File: config.mk
export PLATFORM = sky130hd
export DESIGN_NAME = aor_key_sweep_ctrl_flat
export DESIGN_NICKNAME = d
export VERILOG_FILES = /design/src/rtl/aor_key_sweep_ctrl_pkg.sv /design/src/rtl/aor_key_sweep_ctrl_if.sv /design/src/rtl/aor_key_sweep_ctrl_popcount.sv /design/src/rtl/aor_key_sweep_ctrl.sv /design/src/flat_wrapper.sv
export SDC_FILE = /design/constraint.sdc
export NUM_CORES = 1
export LEC_CHECK = 0
export CAP_MARGIN = 30
export CORE_ASPECT_RATIO = 1.2
export CORE_MARGIN = 1
export CORE_UTILIZATION = 64
export DETAILED_ROUTE_END_ITERATION = 10
export PLACE_DENSITY = 0.85
export SLEW_MARGIN = 20
export SYNTH_ARGS = -nofsm -noshare
export SYNTH_HDL_FRONTEND = slang
export SYNTH_SLANG_ARGS = --single-unit
File: constraint.sdc
create_clock -name clk -period 13.1 [get_ports clk]
set_input_delay 2.62 -clock clk [delete_from_list [all_inputs] [get_ports clk]]
set_output_delay 2.62 -clock clk [all_outputs]
set_load 0.05 [all_outputs]
File: src/rtl/aor_key_sweep_ctrl_pkg.sv
// Shared types and default sizes for the key-sweep controller.
// CORRECT_KEY is the unlocking key of the reference locked adder.
package aor_sweep_pkg;

    typedef enum logic [2:0] {
        IDLE,
        RD_A,
        RD_B,
        APPLY,
        SETTLE,
        CHECK,
        REPORT,
        FIN
    } sweep_state_e;

    localparam int DEF_DATA_W     = 16;
    localparam int DEF_KEY_W      = 32;
    localparam int DEF_NUM_PAIRS  = 5000;
    localparam int DEF_ADDR_W     = 14;
    localparam int DEF_NUM_KEYS   = 16;
    localparam int DEF_KIDX_W     = 4;
    localparam int DEF_SETTLE_CYC = 1;
    localparam int DEF_CNT_W      = 17;

    localparam logic [31:0] CORRECT_KEY = 32'hD7D41D23;

endpackage

File: src/rtl/aor_key_sweep_ctrl_if.sv
// Vector-memory read port and locked-adder drive/sense signals.
// master = sweep controller, slave = memory + adder side.
interface aor_key_sweep_ctrl_if #(
    parameter int DATA_W = 16,
    parameter int KEY_W  = 32,
    parameter int ADDR_W = 14
);
    logic              vec_rd_en;
    logic [ADDR_W-1:0] vec_rd_addr;
    logic [DATA_W-1:0] vec_rd_data;
    logic [DATA_W-1:0] dut_a;
    logic [DATA_W-1:0] dut_b;
    logic [KEY_W-1:0]  dut_key;
    logic [DATA_W:0]   dut_sum;

    modport master (
        output vec_rd_en, vec_rd_addr, dut_a, dut_b, dut_key,
        input  vec_rd_data, dut_sum
    );

    modport slave (
        input  vec_rd_en, vec_rd_addr, dut_a, dut_b, dut_key,
        output vec_rd_data, dut_sum
    );
endinterface

File: src/rtl/aor_key_sweep_ctrl_popcount.sv
// Combinational population count of a W-bit vector.
module aor_popcount #(
    parameter int W  = 17,
    parameter int CW = $clog2(W + 1)
) (
    input  logic [W-1:0]  din,
    output logic [CW-1:0] cnt
);
    always_comb begin
        cnt = '0;
        for (int i = 0; i < W; i++) begin
            cnt = cnt + CW'(din[i]);
        end
    end
endmodule

File: src/rtl/aor_key_sweep_ctrl.sv
// Key-sweep sequencer: for each table key, drives every stored operand pair
// into the locked adder and accumulates mismatch / flipped-bit counts.
module aor_key_sweep_ctrl
    import aor_sweep_pkg::*;
#(
    parameter int DATA_W     = DEF_DATA_W,
    parameter int KEY_W      = DEF_KEY_W,
    parameter int NUM_PAIRS  = DEF_NUM_PAIRS,
    parameter int ADDR_W     = DEF_ADDR_W,
    parameter int NUM_KEYS   = DEF_NUM_KEYS,
    parameter int KIDX_W     = DEF_KIDX_W,
    parameter int SETTLE_CYC = DEF_SETTLE_CYC,
    parameter int CNT_W      = DEF_CNT_W
) (
    input  logic              clk,
    input  logic              rst_n,
    input  logic              start,
    input  logic [KIDX_W:0]   num_keys,
    input  logic              key_wr_en,
    input  logic [KIDX_W-1:0] key_wr_idx,
    input  logic [KEY_W-1:0]  key_wr_data,
    aor_key_sweep_ctrl_if.master bus,
    output logic              busy,
    output logic              done,
    output logic              rpt_valid,
    output logic [KIDX_W-1:0] rpt_key_idx,
    output logic [CNT_W-1:0]  rpt_err_vecs,
    output logic [CNT_W-1:0]  rpt_err_bits
);
    localparam int PC_W  = $clog2(DATA_W + 2);
    localparam int PI_W  = ADDR_W - 1;
    localparam int SUM_W = ((CNT_W > PC_W) ? CNT_W : PC_W) + 1;
    localparam logic [CNT_W-1:0] CNT_MAX     = '1;
    localparam logic [PI_W-1:0]  LAST_PAIR   = PI_W'(NUM_PAIRS - 1);
    localparam logic [3:0]       SETTLE_INIT = 4'(SETTLE_CYC - 1);
    localparam logic [KIDX_W:0]  MAX_KEYS    = (KIDX_W + 1)'(NUM_KEYS);

    sweep_state_e      state_q, state_d;
    logic [KIDX_W:0]   nk_q, nk_d;
    logic [KIDX_W-1:0] kidx_q, kidx_d;
    logic [PI_W-1:0]   pair_q, pair_d;
    logic [3:0]        settle_q, settle_d;
    logic [DATA_W-1:0] a_q, a_d;
    logic [DATA_W:0]   gold_q, gold_d;
    logic [CNT_W-1:0]  vecs_q, vecs_d, bits_q, bits_d;
    logic              busy_q, busy_d, done_q, done_d, rv_q, rv_d;
    logic [KIDX_W-1:0] rk_q, rk_d;
    logic [CNT_W-1:0]  rvecs_q, rvecs_d, rbits_q, rbits_d;
    logic              rd_en_q, rd_en_d;
    logic [ADDR_W-1:0] addr_q, addr_d;
    logic [DATA_W-1:0] da_q, da_d, db_q, db_d;
    logic [KEY_W-1:0]  dk_q, dk_d;
    logic [KEY_W-1:0]  key_tab_q [NUM_KEYS];

    logic [DATA_W:0]   diff;
    logic [PC_W-1:0]   pc;
    logic [SUM_W-1:0]  bits_sum;
    logic [CNT_W-1:0]  vecs_n, bits_n;

    // Table is deliberately left out of reset so keys survive an aborted sweep.
    always_ff @(posedge clk) begin
        if (key_wr_en && !busy_q) key_tab_q[key_wr_idx] <= key_wr_data;
    end

    assign diff = bus.dut_sum ^ gold_q;

    aor_popcount #(.W(DATA_W + 1), .CW(PC_W)) u_pop (.din(diff), .cnt(pc));

    always_comb begin
        bits_sum = SUM_W'(bits_q) + SUM_W'(pc);
        vecs_n   = ((|diff) && vecs_q != CNT_MAX) ? vecs_q + CNT_W'(1) : vecs_q;
        bits_n   = (bits_sum > SUM_W'(CNT_MAX)) ? CNT_MAX : bits_sum[CNT_W-1:0];
    end

    always_comb begin
        state_d  = state_q;  nk_d    = nk_q;    kidx_d   = kidx_q;
        pair_d   = pair_q;   settle_d = settle_q; a_d    = a_q;
        gold_d   = gold_q;   vecs_d  = vecs_q;  bits_d   = bits_q;
        busy_d   = busy_q;   done_d  = 1'b0;    rv_d     = 1'b0;
        rk_d     = rk_q;     rvecs_d = rvecs_q; rbits_d  = rbits_q;
        rd_en_d  = 1'b0;     addr_d  = addr_q;
        da_d     = da_q;     db_d    = db_q;    dk_d     = dk_q;
        case (state_q)
            IDLE: if (start) begin
                if (num_keys == '0 || num_keys > MAX_KEYS) begin
                    state_d = FIN;
                    done_d  = 1'b1;
                end else begin
                    state_d = RD_A;
                    nk_d    = num_keys;
                    kidx_d  = '0;
                    pair_d  = '0;
                    vecs_d  = '0;
                    bits_d  = '0;
                    busy_d  = 1'b1;
                    rd_en_d = 1'b1;
                    addr_d  = '0;
                end
            end
            RD_A: begin
                state_d = RD_B;
                rd_en_d = 1'b1;
                addr_d  = {pair_q, 1'b1};
            end
            RD_B: begin
                state_d = APPLY;
                a_d     = bus.vec_rd_data;
            end
            APPLY: begin
                state_d  = SETTLE;
                da_d     = a_q;
                db_d     = bus.vec_rd_data;
                dk_d     = key_tab_q[kidx_q];
                gold_d   = {1'b0, a_q} + {1'b0, bus.vec_rd_data};
                settle_d = SETTLE_INIT;
            end
            SETTLE: begin
                if (settle_q == '0) state_d = CHECK;
                else settle_d = settle_q - 4'd1;
            end
            CHECK: begin
                if (pair_q != LAST_PAIR) begin
                    state_d = RD_A;
                    pair_d  = pair_q + PI_W'(1);
                    vecs_d  = vecs_n;
                    bits_d  = bits_n;
                    rd_en_d = 1'b1;
                    addr_d  = {pair_q + PI_W'(1), 1'b0};
                end else begin
                    // Report fields load here so rpt_valid lines up with REPORT.
                    state_d = REPORT;
                    rv_d    = 1'b1;
                    rk_d    = kidx_q;
                    rvecs_d = vecs_n;
                    rbits_d = bits_n;
                    vecs_d  = '0;
                    bits_d  = '0;
                    pair_d  = '0;
                end
            end
            REPORT: begin
                if ((KIDX_W + 1)'(kidx_q) + (KIDX_W + 1)'(1) < nk_q) begin
                    state_d = RD_A;
                    kidx_d  = kidx_q + KIDX_W'(1);
                    rd_en_d = 1'b1;
                    addr_d  = '0;
                end else begin
                    state_d = FIN;
                    done_d  = 1'b1;
                    busy_d  = 1'b0;
                end
            end
            FIN:     state_d = IDLE;
            default: state_d = IDLE;
        endcase
    end

    always_ff @(posedge clk or negedge rst_n) begin
        if (!rst_n) begin
            state_q <= IDLE;  nk_q    <= '0;   kidx_q  <= '0;
            pair_q  <= '0;    settle_q <= '0;  a_q     <= '0;
            gold_q  <= '0;    vecs_q  <= '0;   bits_q  <= '0;
            busy_q  <= 1'b0;  done_q  <= 1'b0; rv_q    <= 1'b0;
            rk_q    <= '0;    rvecs_q <= '0;   rbits_q <= '0;
            rd_en_q <= 1'b0;  addr_q  <= '0;
            da_q    <= '0;    db_q    <= '0;   dk_q    <= '0;
        end else begin
            state_q <= state_d; nk_q    <= nk_d;    kidx_q  <= kidx_d;
            pair_q  <= pair_d;  settle_q <= settle_d; a_q   <= a_d;
            gold_q  <= gold_d;  vecs_q  <= vecs_d;  bits_q  <= bits_d;
            busy_q  <= busy_d;  done_q  <= done_d;  rv_q    <= rv_d;
            rk_q    <= rk_d;    rvecs_q <= rvecs_d; rbits_q <= rbits_d;
            rd_en_q <= rd_en_d; addr_q  <= addr_d;
            da_q    <= da_d;    db_q    <= db_d;    dk_q    <= dk_d;
        end
    end

    assign busy            = busy_q;
    assign done            = done_q;
    assign rpt_valid       = rv_q;
    assign rpt_key_idx     = rk_q;
    assign rpt_err_vecs    = rvecs_q;
    assign rpt_err_bits    = rbits_q;
    assign bus.vec_rd_en   = rd_en_q;
    assign bus.vec_rd_addr = addr_q;
    assign bus.dut_a       = da_q;
    assign bus.dut_b       = db_q;
    assign bus.dut_key     = dk_q;
endmodule

File: src/flat_wrapper.sv
// flat-port wrapper written by rule: the top's interface ports become plain ports
module aor_key_sweep_ctrl_flat import aor_sweep_pkg::*;
#(
    parameter int DATA_W     = DEF_DATA_W,
    parameter int KEY_W      = DEF_KEY_W,
    parameter int NUM_PAIRS  = DEF_NUM_PAIRS,
    parameter int ADDR_W     = DEF_ADDR_W,
    parameter int NUM_KEYS   = DEF_NUM_KEYS,
    parameter int KIDX_W     = DEF_KIDX_W,
    parameter int SETTLE_CYC = DEF_SETTLE_CYC,
    parameter int CNT_W      = DEF_CNT_W
)
  (clk, rst_n, start, num_keys, key_wr_en, key_wr_idx, key_wr_data, busy, done, rpt_valid, rpt_key_idx, rpt_err_vecs, rpt_err_bits, bus_vec_rd_en, bus_vec_rd_addr, bus_dut_a, bus_dut_b, bus_dut_key, bus_vec_rd_data, bus_dut_sum);
  aor_key_sweep_ctrl_if #(.DATA_W(DATA_W), .KEY_W(KEY_W), .ADDR_W(ADDR_W)) bus_i ();
  input  logic clk;
  input  logic rst_n;
  input  logic start;
  input  logic [KIDX_W:0] num_keys;
  input  logic key_wr_en;
  input  logic [KIDX_W-1:0] key_wr_idx;
  input  logic [KEY_W-1:0] key_wr_data;
  output logic busy;
  output logic done;
  output logic rpt_valid;
  output logic [KIDX_W-1:0] rpt_key_idx;
  output logic [CNT_W-1:0] rpt_err_vecs;
  output logic [CNT_W-1:0] rpt_err_bits;
  output wire logic [$bits(bus_i.vec_rd_en)-1:0] bus_vec_rd_en;
  output wire logic [$bits(bus_i.vec_rd_addr)-1:0] bus_vec_rd_addr;
  output wire logic [$bits(bus_i.dut_a)-1:0] bus_dut_a;
  output wire logic [$bits(bus_i.dut_b)-1:0] bus_dut_b;
  output wire logic [$bits(bus_i.dut_key)-1:0] bus_dut_key;
  input wire logic [$bits(bus_i.vec_rd_data)-1:0] bus_vec_rd_data;
  input wire logic [$bits(bus_i.dut_sum)-1:0] bus_dut_sum;
  assign bus_vec_rd_en = bus_i.vec_rd_en;
  assign bus_vec_rd_addr = bus_i.vec_rd_addr;
  assign bus_dut_a = bus_i.dut_a;
  assign bus_dut_b = bus_i.dut_b;
  assign bus_dut_key = bus_i.dut_key;
  assign bus_i.vec_rd_data = bus_vec_rd_data;
  assign bus_i.dut_sum = bus_dut_sum;
  aor_key_sweep_ctrl #(.DATA_W(DATA_W), .KEY_W(KEY_W), .NUM_PAIRS(NUM_PAIRS), .ADDR_W(ADDR_W), .NUM_KEYS(NUM_KEYS), .KIDX_W(KIDX_W), .SETTLE_CYC(SETTLE_CYC), .CNT_W(CNT_W)) u_core (.clk(clk), .rst_n(rst_n), .start(start), .num_keys(num_keys), .key_wr_en(key_wr_en), .key_wr_idx(key_wr_idx), .key_wr_data(key_wr_data), .bus(bus_i), .busy(busy), .done(done), .rpt_valid(rpt_valid), .rpt_key_idx(rpt_key_idx), .rpt_err_vecs(rpt_err_vecs), .rpt_err_bits(rpt_err_bits));
endmodule
==> results of run 1 <==
state kept, by name, summed over array words and instances, names as in the netlist:
register / cells
u_core.done: 1
u_core.bus.vec_rd_en: 1
u_core.settle_q: 4
u_core.gold_q: 17
u_core.nk_q: 5
u_core.bus.vec_rd_addr: 14
u_core.vecs_q: 17
u_core.pair_q: 13
u_core.rpt_err_vecs: 17
u_core.busy: 1
u_core.bus.dut_a: 16
u_core.rpt_err_bits: 17
u_core.kidx_q: 4
u_core.bits_q: 17
u_core.a_q: 16
u_core.bus.dut_key: 32
u_core.key_tab_q: 512
u_core.bus.dut_b: 16
u_core.rpt_valid: 1
u_core.state_q: 3
u_core.rpt_key_idx: 4
report_power, final:
part	switching, mW	total (mW)	internal (mW)
clock	0.865	2.07	1.20
sequential	0.0396	2.58	2.54
combinational	0.604	1.03	0.422
total	1.51	5.67	4.16
logic make-up after synthesis:
kind of cell	share of synthesized area [%]
AO/OA/AOI/OAI	5.24
flip-flops	68.8
buffers and inverters	1.69
AND/OR/NAND/NOR	7.15
XOR/XNOR	1.88
multiplexers	12.7
adder cells (fa/ha/maj)	2.56
cell usage in the layout (no fill, tap or decap), types with 21 or more instances in the layout:
| cell | n |
|---|---|
| o21ai_0 | 104 |
| nand2_1 | 312 |
| a21o_1 | 21 |
| inv_1 | 31 |
| dfrtp_1 | 212 |
| ha_1 | 41 |
| a21oi_1 | 39 |
| xor2_1 | 41 |
| buf_4 | 34 |
| edfxtp_1 | 512 |
| clkbuf_16 | 75 |
| xnor2_1 | 24 |
| nor2_1 | 41 |
| clkdlybuf4s50_1 | 196 |
| nand3_1 | 24 |
| mux4_2 | 160 |
worst max-delay path: cells and delay by family:
kind / cells / cell delay [ns]
adder cells (fa/ha/maj): 6 / 2.67
AO/OA/AOI/OAI: 4 / 1.05
AND/OR/NAND/NOR: 2 / 0.86
buffers and inverters: 5 / 0.71
XOR/XNOR: 1 / 0.19
metrics by stage:
step                      power, mW  hold slack, ns  std cells  util (%)
after floorplan                3.36           0.438       1899         -
after global placement         3.59           0.459       2649      71.3
after detailed placement       3.63           0.462       2650      71.3
after CTS                      5.68           0.477       2779      76.4
after global routing           5.89           0.500       2788      76.7
final                          5.67           0.474       2788      76.7
layer usage:
metal / wire [microns] / vias to the layer above / track usage, %
met4: 2450 / 6 / 13.5
li1: - / 7667 / -
met3: 5970 / 169 / 5.67
met2: 38400 / 984 / 54.6
met1: 26900 / 9098 / 39.5
met5: 38 / - / 0
area by class of cell:
class / count / area (sq um)
antenna: 3 / 7.51
clock buffer: 101 / 2070
clock inverter: 28 / 277
fill: 2585 / 10800
inverter: 31 / 116
multi-input combinational: 1043 / 9070
sequential: 728 / 20800
tap: 616 / 771
timing repair buffer: 238 / 2370
path summary, 6_finish.rpt:
check | startpoint | to | slack (ns) | cells past startpoint
worst max-delay path | bus_dut_sum[11] | u_core.bits_q[13]$_DFFE_PN0P_ | 5.48 | 18
worst min-delay path | u_core.bus.dut_a[12]$_DFFE_PN0P_ | u_core.bus.dut_a[12]$_DFFE_PN0P_ | 0.47 | 2
worst max register to register | u_core.gold_q[11]$_DFFE_PN0P_ | u_core.bits_q[13]$_DFFE_PN0P_ | 7.54 | 17
worst min register to register | u_core.bus.dut_a[12]$_DFFE_PN0P_ | u_core.bus.dut_a[12]$_DFFE_PN0P_ | 0.47 | 2
max in group asynchronous | rst_n | u_core.bus.dut_key[22]$_DFFE_PN0P_ | 9.86 | 2
min in group asynchronous | rst_n | u_core.rpt_err_vecs[13]$_DFFE_PN0P_ | 2.01 | 1
==> flow_metrics.py, run 1 <==
metrics = {
    "clock_network": {
        "insertion_delay_ns": 0.63,
        "numCtsBuffers": 71,
        "cts_max_path_buffers": 3,
        "cts_hold_buf": 0,
        "cts_num_sinks": 728,
        "cts_root_buf": "clkbuf_16",
        "cts_tree": "yes",
        "cts_max_level": 3,
        "cts_resized": 0,
        "postCtsSetupBuffers": 0,
        "clkTransAtPathRegs_ns": 0.06,
    },
    "grt": {
        "globalRoute.totalOverflow": 0,
        "grt_pass1_vias": 18400,
        "antenna_found_initial": 6,
        "gr-usage-all-layers_pct": 31.5,
        "grt_pass1_wl_mm": 111,
        "grt_start_max_net_pins": 95,
    },
    "cells_and_area": {
        "drive_gt1_share_pct": 16.6,
        "finish.instance_area_sq_mm": 0.0355,
        "fin_nets": 2245,
        "area_growth_pct": 17.4,
    },
    "yosys": {
        "synthArstFlopShare_pct": 29.7,
        "synthesis.area_sq_mm": 0.0302,
        "synth_nets": 2031,
        "synth_most_common_cell": "edfxtp_1",
        "synth_area_leaders": "edfxtp_1, dfrtp_1, mux4_2, nand2_1, o21ai_0",
        "synth_area_leader_cell": "edfxtp_1",
        "synth_commonest_cells": "edfxtp_1, nand2_1, dfrtp_1",
        "ys_warn_count": 0,
        "synth_edf_count": 512,
        "synth-seq-cells": 728,
        "avgSynthCellArea_sq_um": 15.9,
        "netlist_instances": 1899,
        "synth_flop_cell": "edfxtp_1",
        "synth_top_area_share_pct": 50.9,
        "ys_seq_area_share_pct": 68.8,
        "synth.distinct_cells": 64,
    },
    "worst_setup_path": {
        "max_stage_delay_ns": 0.58,
        "crit_path_frequent_cell": "fa_1",
        "cp.arrival_ns": 8.11,
        "worstPathRequired_ns": 13.59,
        "worst-setup-path-type": "in -> reg",
        "slowest_stage": "nand3_1",
        "worstSetupStartpointType": "input port",
        "crit_path_max_fanout": 20,
        "worstPathCellList": "clkdlybuf4s50_1 > xor2_1 > inv_1 > fa_1 > inv_1 > fa_1 > inv_1 > fa_1 > inv_1 > fa_1 > fa_1 > ha_1 > a211oi_1 > o21ai_0 > and2_1 > nand3_1 > o21ai_0 > a22o_1",
        "endpoint_kind": "register",
    },
    "placement": {
        "post-place-ws_ns": 4.92,
        "placed_cell_area_sq_mm": 0.0330,
        "gp_congestion": 0.889,
        "io_buffers": 197,
        "place_hpwl_mm": 40.6,
    },
    "sta": {
        "hold_violations": 0,
        "post-route-period-util_pct": 58.2,
        "relSlewSlack_pct": 39.8,
        "layout_setup_ws_ns": 5.48,
        "worst_slew_pin_slew_ns": 0.900,
        "finalSetupViolCount": 0,
        "finalCriticalPeriod_ns": 7.62,
        "skew_ns": 0.0285,
        "fin_tns_setup_ns": 0,
        "drv_slew": 0,
        "max_freq_mhz": 131,
        "rsz0062_at_grt": "no",
    },
    "route": {
        "viasPerCell": 6.43,
        "drtIter0Drc": 1574,
        "vias": 17900,
        "ant_nets": 0,
        "drt-pass1-iter-count": 6,
        "wl_mm": 73.8,
        "post-route-drc-count": 0,
        "wire_per_inst_microns": 26.5,
    },
    "status": {
        "status": "complete, no violations",
    },
    "floorplan": {
        "die_area_sq_mm": 0.0481,
        "die_h_microns": 240,
        "rows": 86,
        "io-pin-count": 198,
        "die_x_microns": 200,
        "core_area_sq_mm": 0.0463,
        "initial_core_util_pct": 65.3,
    },
    "power": {
        "ir_drop_uv": 270,
        "leakage_nw": 12.8,
        "power_density_mw_per_mm2": 160,
    },
    "hold_path": {
        "hp-class": "reg -> reg",
    },
    "flow_run": {
        "drv_cap": 0,
    },
}
Power figures use the tool's default switching activity.
==> run 2, diff against run 1 <==
--- a/config.mk
+++ b/config.mk
@@ -8,9 +8,9 @@
 export CAP_MARGIN = 30
 export CORE_ASPECT_RATIO = 1.2
 export CORE_MARGIN = 1
-export CORE_UTILIZATION = 64
+export CORE_UTILIZATION = 59
 export DETAILED_ROUTE_END_ITERATION = 10
-export PLACE_DENSITY = 0.85
+export PLACE_DENSITY = 0.8
 export SLEW_MARGIN = 20
 export SYNTH_ARGS = -nofsm -noshare
 export SYNTH_HDL_FRONTEND = slang
==> constraint.sdc (replaced) <==
create_clock -name clk -period 7.2 [get_ports clk]
set_input_delay 1.44 -clock clk [delete_from_list [all_inputs] [get_ports clk]]
set_output_delay 1.44 -clock clk [all_outputs]
set_load 0.05 [all_outputs]
==> run 2 against run 1 <==
Net effect:
- register-to-register slack lost 5.7 ns
- sequential share of layout area is essentially flat
- clock-buffer cell count shrank 13
- global-route usage shrank 3.2 points
- die area grew 8.4%
- cell count grew 0.97%
- design area is essentially flat
- critical path type unchanged
==> flow_metrics.py, run 2 (synthesis gave the netlist of run 1 again) <==
metrics = {
    "sta": {
        "layout_setup_ws_ns": 0.962,
        "finalCriticalPeriod_ns": 6.24,
        "skew_ns": 0.0309,
        "finalSetupViolCount": 0,
        "holdWs_ns": 0.476,
        "relSlewSlack_pct": 32.4,
        "rsz0062_at_grt": "no",
        "post-route-period-util_pct": 86.6,
        "drv_slew": 0,
        "fin_tns_setup_ns": 0,
        "max_freq_mhz": 160,
        "worst_slew_pin_slew_ns": 1.01,
        "hold_violations": 0,
    },
    "floorplan": {
        "die_area_sq_mm": 0.0521,
        "core_area_sq_mm": 0.0504,
        "initial_core_util_pct": 59.9,
        "io-pin-count": 198,
        "die_h_microns": 250,
        "die_x_microns": 209,
        "rows": 90,
    },
    "placement": {
        "placed_cell_area_sq_mm": 0.0330,
        "place_hpwl_mm": 40.1,
        "gp_congestion": 0.922,
        "post-place-ws_ns": 0.338,
        "dp_cells": 2679,
        "io_buffers": 197,
    },
    "cells_and_area": {
        "area_growth_pct": 17.3,
        "final_common_cell": "edfxtp_1",
        "layout_common_cells": "edfxtp_1, nand2_1, dfrtp_1",
        "drive_gt1_share_pct": 17.2,
        "finish.instance_area_sq_mm": 0.0355,
        "final_util_pct": 70.3,
        "fin_cells": 2815,
        "largest_register_ffs": 512,
        "max_flop_register": "u_core.key_tab_q",
        "fin_nets": 2244,
    },
    "grt": {
        "antenna_found_initial": 1,
        "gr-usage-all-layers_pct": 28.3,
        "globalRoute.totalOverflow": 0,
        "grt_pass1_wl_mm": 109,
        "grt_start_max_net_pins": 156,
        "grt_pass1_vias": 18200,
    },
    "clock_network": {
        "cts_resized": 0,
        "numCtsBuffers": 71,
        "clkTransAtPathRegs_ns": 0.06,
        "cts_num_sinks": 728,
        "cts_root_buf": "clkbuf_16",
        "cts_hold_buf": 0,
        "cts_max_path_buffers": 3,
        "postCtsSetupBuffers": 0,
        "insertion_delay_ns": 0.61,
        "cts_tree": "yes",
        "cts_max_level": 3,
    },
    "worst_setup_path": {
        "worstPathRequired_ns": 7.73,
        "worst-setup-path-type": "in -> reg",
        "endpoint_kind": "register",
        "worstSetupStartpointType": "input port",
        "crit_path_max_fanout": 4,
        "cp.arrival_ns": 6.77,
    },
    "route": {
        "ant_nets": 0,
        "drtIter0Drc": 1826,
        "wl_mm": 71.5,
        "drt-pass1-iter-count": 5,
        "wire_per_inst_microns": 25.4,
        "viasPerCell": 6.25,
        "post-route-drc-count": 0,
        "vias": 17600,
    },
    "hold_path": {
        "hp-class": "reg -> reg",
    },
    "power": {
        "leakage_nw": 12.7,
        "p_total_mw": 10.3,
        "ir_drop_uv": 425,
        "power_density_mw_per_mm2": 292,
    },
    "status": {
        "status": "complete, no violations",
    },
    "flow_run": {
        "drv_cap": 0,
    },
}
## run 2: cell types whose count changed in the layout (fill, tap and decap cells not counted), sizes merged
cell,delta
buf,-1
clkbuf,-13
clkinv,+3
clkinvlp,+10
diode,-1
inv,+1
## run 2: worst paths after layout
path,start,end,slack [ns],depth (start not counted)
hold / removal,u_core.bus.dut_key[12]$_DFFE_PN0P_,u_core.bus.dut_key[12]$_DFFE_PN0P_,0.48,2
setup reg to reg,u_core.gold_q[11]$_DFFE_PN0P_,u_core.rpt_err_bits[8]$_DFFE_PN0P_,1.84,18
max in group asynchronous,rst_n,u_core.bus.dut_key[2]$_DFFE_PN0P_,5.12,2
min in group asynchronous,rst_n,u_core.vecs_q[11]$_DFFE_PN0P_,0.80,1
setup / recovery,bus_dut_sum[11],u_core.rpt_err_bits[8]$_DFFE_PN0P_,0.96,19
hold reg to reg,u_core.bus.dut_key[12]$_DFFE_PN0P_,u_core.bus.dut_key[12]$_DFFE_PN0P_,0.48,2
## run 2: area by class of cell
cell class | count | area (sq um)
Multi-Input combinational cell | 1043 | 9070
Sequential cell | 728 | 20800
Fill cell | 3156 | 15000
Antenna cell | 2 | 5.00
Tap cell | 644 | 806
Clock inverter | 42 | 390
Inverter | 31 | 116
Timing Repair Buffer | 237 | 2340
Clock buffer | 88 | 1940
## run 2: metal layers
| metal | vias up | GRT usage [%] | share of wire, % |
|---|---|---|---|
| met5 | - | 0 | 0.013 |
| met4 | 2 | 10.0 | 2.7 |
| met3 | 143 | 5.29 | 7.6 |
| met2 | 812 | 48.6 | 52 |
| met1 | 8989 | 36.2 | 38 |
| li1 | 7659 | - | - |
## run 2: where the power goes
part / switching (mW) / internal, mW / leakage [nW]
Clock: 1.61 / 2.12 / 1.13
Combinational: 1.15 / 0.777 / 4.57
Sequential: 0.0710 / 4.61 / 7.04
## run 2: worst max-delay path: stages
cell and delay, ns:
clkdlybuf4s50_1 0.47, xor2_1 0.19, inv_1 0.09, fa_1 0.55, inv_1 0.05, fa_1 0.48
inv_1 0.05, fa_1 0.48, inv_1 0.05, fa_1 0.49, fa_1 0.42, ha_1 0.23
fa_1 0.45, a211oi_1 0.40, o21bai_1 0.14, a21oi_1 0.35, nor2_1 0.13, xnor2_1 0.15
a31oi_1 0.16
==> run 3, diff against run 2 <==
--- a/config.mk
+++ b/config.mk
@@ -5,12 +5,13 @@
 export SDC_FILE = /design/constraint.sdc
 export NUM_CORES = 1
 export LEC_CHECK = 0
+export ABC_AREA = 1
 export CAP_MARGIN = 30
 export CORE_ASPECT_RATIO = 1.2
 export CORE_MARGIN = 1
-export CORE_UTILIZATION = 59
+export CORE_UTILIZATION = 60
 export DETAILED_ROUTE_END_ITERATION = 10
-export PLACE_DENSITY = 0.8
+export PLACE_DENSITY = 0.81
 export SLEW_MARGIN = 20
 export SYNTH_ARGS = -nofsm -noshare
 export SYNTH_HDL_FRONTEND = slang
==> run 3 against run 2 <==
Net effect:
- synthesized area is 5.0% higher
- worst hold slack got worse by 0.0075 ns
- cell count up 43%
- register-to-register slack gained 0.44 ns
- non-clock buffer count decreased by 5
- worst setup slack gained 0.44 ns
- clock-buffer cell count increased by 12
- die area up 3.2%
==> flow_metrics.py, run 3 <==
metrics = {
    "route": {
        "drt-pass1-iter-count": 5,
        "vias": 23500,
        "drtIter0Drc": 2613,
        "viasPerCell": 5.83,
        "wire_per_inst_microns": 19.9,
        "wl_mm": 80.2,
        "post-route-drc-count": 0,
        "ant_nets": 0,
    },
    "cells_and_area": {
        "area_growth_pct": 15.5,
        "fin_nets": 3414,
        "multiInputGateArea_sq_mm": 0.00979,
        "final_util_pct": 70.8,
        "largest_register_ffs": 512,
        "finish.instance_area_sq_mm": 0.0367,
        "regArea_sq_mm": 0.0208,
        "drive_gt1_share_pct": 5.21,
        "fillers": 3673,
        "fin_cells": 4035,
        "final_common_cell": "nand2_1",
        "max_flop_register": "u_core.key_tab_q",
        "layout_common_cells": "nand2_1, edfxtp_1, nand3_1",
    },
    "yosys": {
        "muxShareOfSynthArea_pct": 0,
        "synth.distinct_cells": 36,
        "synth_area_leaders": "edfxtp_1, dfrtp_1, nand2_1, nand3_1, a21oi_1",
        "synthArstFlopShare_pct": 29.7,
        "synth_area_leader_cell": "edfxtp_1",
        "ys_warn_count": 0,
        "synth-seq-cells": 728,
        "synth_flop_cell": "edfxtp_1",
        "synth_compound_area_share_pct": 5.41,
        "synth_simple_gate_area_share_pct": 22.0,
        "synth_most_common_cell": "nand2_1",
        "synth_top_area_share_pct": 48.4,
        "synthesis.area_sq_mm": 0.0317,
        "synth_top_family_by_area": "simple AND/OR/NAND/NOR gates",
        "synth_fa_ha_area_share_pct": 2.44,
        "synth_nets": 3259,
        "ys_seq_area_share_pct": 65.5,
        "synthXorXnorAreaFrac_pct": 0.635,
        "synth_commonest_cells": "nand2_1, edfxtp_1, nand3_1",
        "synth_edf_count": 512,
        "netlist_instances": 3127,
        "avgSynthCellArea_sq_um": 10.2,
    },
    "power": {
        "leakage_nw": 14.9,
        "power_density_mw_per_mm2": 421,
        "p_total_mw": 15.4,
        "ir_drop_uv": 528,
    },
    "clock_network": {
        "cts_resized": 0,
        "cts_max_path_buffers": 3,
        "postCtsSetupBuffers": 0,
        "cts_max_level": 3,
        "cts_hold_buf": 0,
        "insertion_delay_ns": 0.61,
        "numCtsBuffers": 71,
        "cts_num_sinks": 728,
        "clkTransAtPathRegs_ns": 0.06,
        "cts_tree": "yes",
        "cts_root_buf": "clkbuf_16",
    },
    "worst_setup_path": {
        "endpoint_kind": "register",
        "max_stage_delay_ns": 0.54,
        "crit_path_max_fanout": 7,
        "slowest_stage": "fa_1",
        "r2r_start": "u_core.gold_q[11]$_DFFE_PN0P_",
        "reg2reg_to": "u_core.rpt_err_bits[8]$_DFFE_PN0P_",
        "worstPathRequired_ns": 7.68,
        "startpoint": "bus_dut_sum[11]",
        "reg2reg_slack_ns": 2.28,
        "r2r_cells": 22,
        "endpoint": "u_core.rpt_err_bits[8]$_DFFE_PN0P_",
        "worst-setup-path-type": "in -> reg",
        "crit_path_frequent_cell": "nand2_1",
        "worstSetupStartpointType": "input port",
        "cp.arrival_ns": 6.27,
        "worstPathCellList": "clkdlybuf4s50_1 > nand2_1 > nand2_1 > inv_1 > fa_1 > inv_1 > fa_1 > inv_1 > fa_1 > inv_1 > fa_1 > fa_1 > ha_1 > fa_1 > nand3_1 > nand2_1 > nand2_1 > nand2_1 > xnor2_1 > nand2_1 > nand2_1 > nand2_1",
    },
    "grt": {
        "grt_pass1_wl_mm": 124,
        "grt_pass1_vias": 23400,
        "antenna_found_initial": 3,
        "gr-usage-all-layers_pct": 30.0,
        "globalRoute.totalOverflow": 0,
        "grt_start_max_net_pins": 134,
    },
    "sta": {
        "holdWs_ns": 0.468,
        "relSlewSlack_pct": 33.3,
        "rsz0062_at_grt": "no",
        "drv_slew": 0,
        "worst_slew_pin_slew_ns": 1.00,
        "layout_setup_ws_ns": 1.41,
        "finalCriticalPeriod_ns": 5.79,
        "finalSetupViolCount": 0,
        "max_freq_mhz": 173,
        "skew_ns": 0.0200,
        "post-route-period-util_pct": 80.5,
        "fin_tns_setup_ns": 0,
        "hold_violations": 0,
    },
    "floorplan": {
        "core_area_sq_mm": 0.0518,
        "die_x_microns": 212,
        "die_h_microns": 254,
        "initial_core_util_pct": 61.3,
        "die_area_sq_mm": 0.0538,
        "rows": 91,
        "io-pin-count": 198,
    },
    "hold_path": {
        "hp-class": "reg -> reg",
    },
    "placement": {
        "post-place-ws_ns": 0.772,
        "place_hpwl_mm": 46.2,
        "placed_cell_area_sq_mm": 0.0343,
        "gp_congestion": 0.889,
        "io_buffers": 197,
        "dp_cells": 3903,
    },
    "flow_run": {
        "drv_cap": 0,
    },
    "status": {
        "status": "complete, no violations",
    },
}
## run 3: cell types whose count changed in the layout (fill, tap and decap cells not counted), moves of 61 or more
cell     previous run  this run
a21oi_1            39       188
inv_1              31       151
mux4_2            160         0
nand2_1           312      1134
nand3_1            24       372
nor2_1             41       102
## run 3: area by class of cell
class	count	share of cell area [%]
clock inverter	28	0.727
multi-input combinational	2085	26.7
timing repair buffer	232	6.31
clock buffer	100	5.48
tap	697	2.38
sequential	728	56.7
antenna	1	0.00682
inverter	164	1.71
## run 3: how the worst min path moves through the flow
stage                                                      from                                     to  cells past startpoint
after floorplan                      u_core.nk_q[1]$_DFFE_PN0P_             u_core.nk_q[1]$_DFFE_PN0P_                      2
after global placement    u_core.bus.vec_rd_addr[6]$_DFFE_PN0P_  u_core.bus.vec_rd_addr[6]$_DFFE_PN0P_                      2
after detailed placement       u_core.bus.dut_a[13]$_DFFE_PN0P_       u_core.bus.dut_a[13]$_DFFE_PN0P_                      2
after CTS                      u_core.bus.dut_a[11]$_DFFE_PN0P_       u_core.bus.dut_a[11]$_DFFE_PN0P_                      2
after global routing           u_core.bus.dut_a[10]$_DFFE_PN0P_       u_core.bus.dut_a[10]$_DFFE_PN0P_                      2
final                          u_core.bus.dut_a[11]$_DFFE_PN0P_       u_core.bus.dut_a[11]$_DFFE_PN0P_                      2
## run 3: cells by family after synthesis
group / Yosys count
compound gates: 323
xor+xnor: 23
fa+ha+maj: 54
buf+inv: 314
flops: 728
simple gates: 1685
## run 3: per-layer routing
| metal | global-route usage, % | part of all wire, % |
|---|---|---|
| met1 | 37.9 | 38 |
| met2 | 50.9 | 50 |
| met3 | 4.98 | 8.5 |
| met4 | 13.1 | 2.9 |
| met5 | 0 | 0.046 |
## run 3: critical path: cells and delay by family
family	cells	cell delay, ns
fa+ha+maj	7	3.08
simple gates	9	0.86
buf+inv	5	0.70
xor+xnor	1	0.19
## run 3: power breakdown
part / internal [mW] / leakage, nW / switching [mW]
clock network: 2.13 / 1.11 / 1.54
registers: 4.94 / 7.21 / 0.444
logic: 2.20 / 6.55 / 4.18
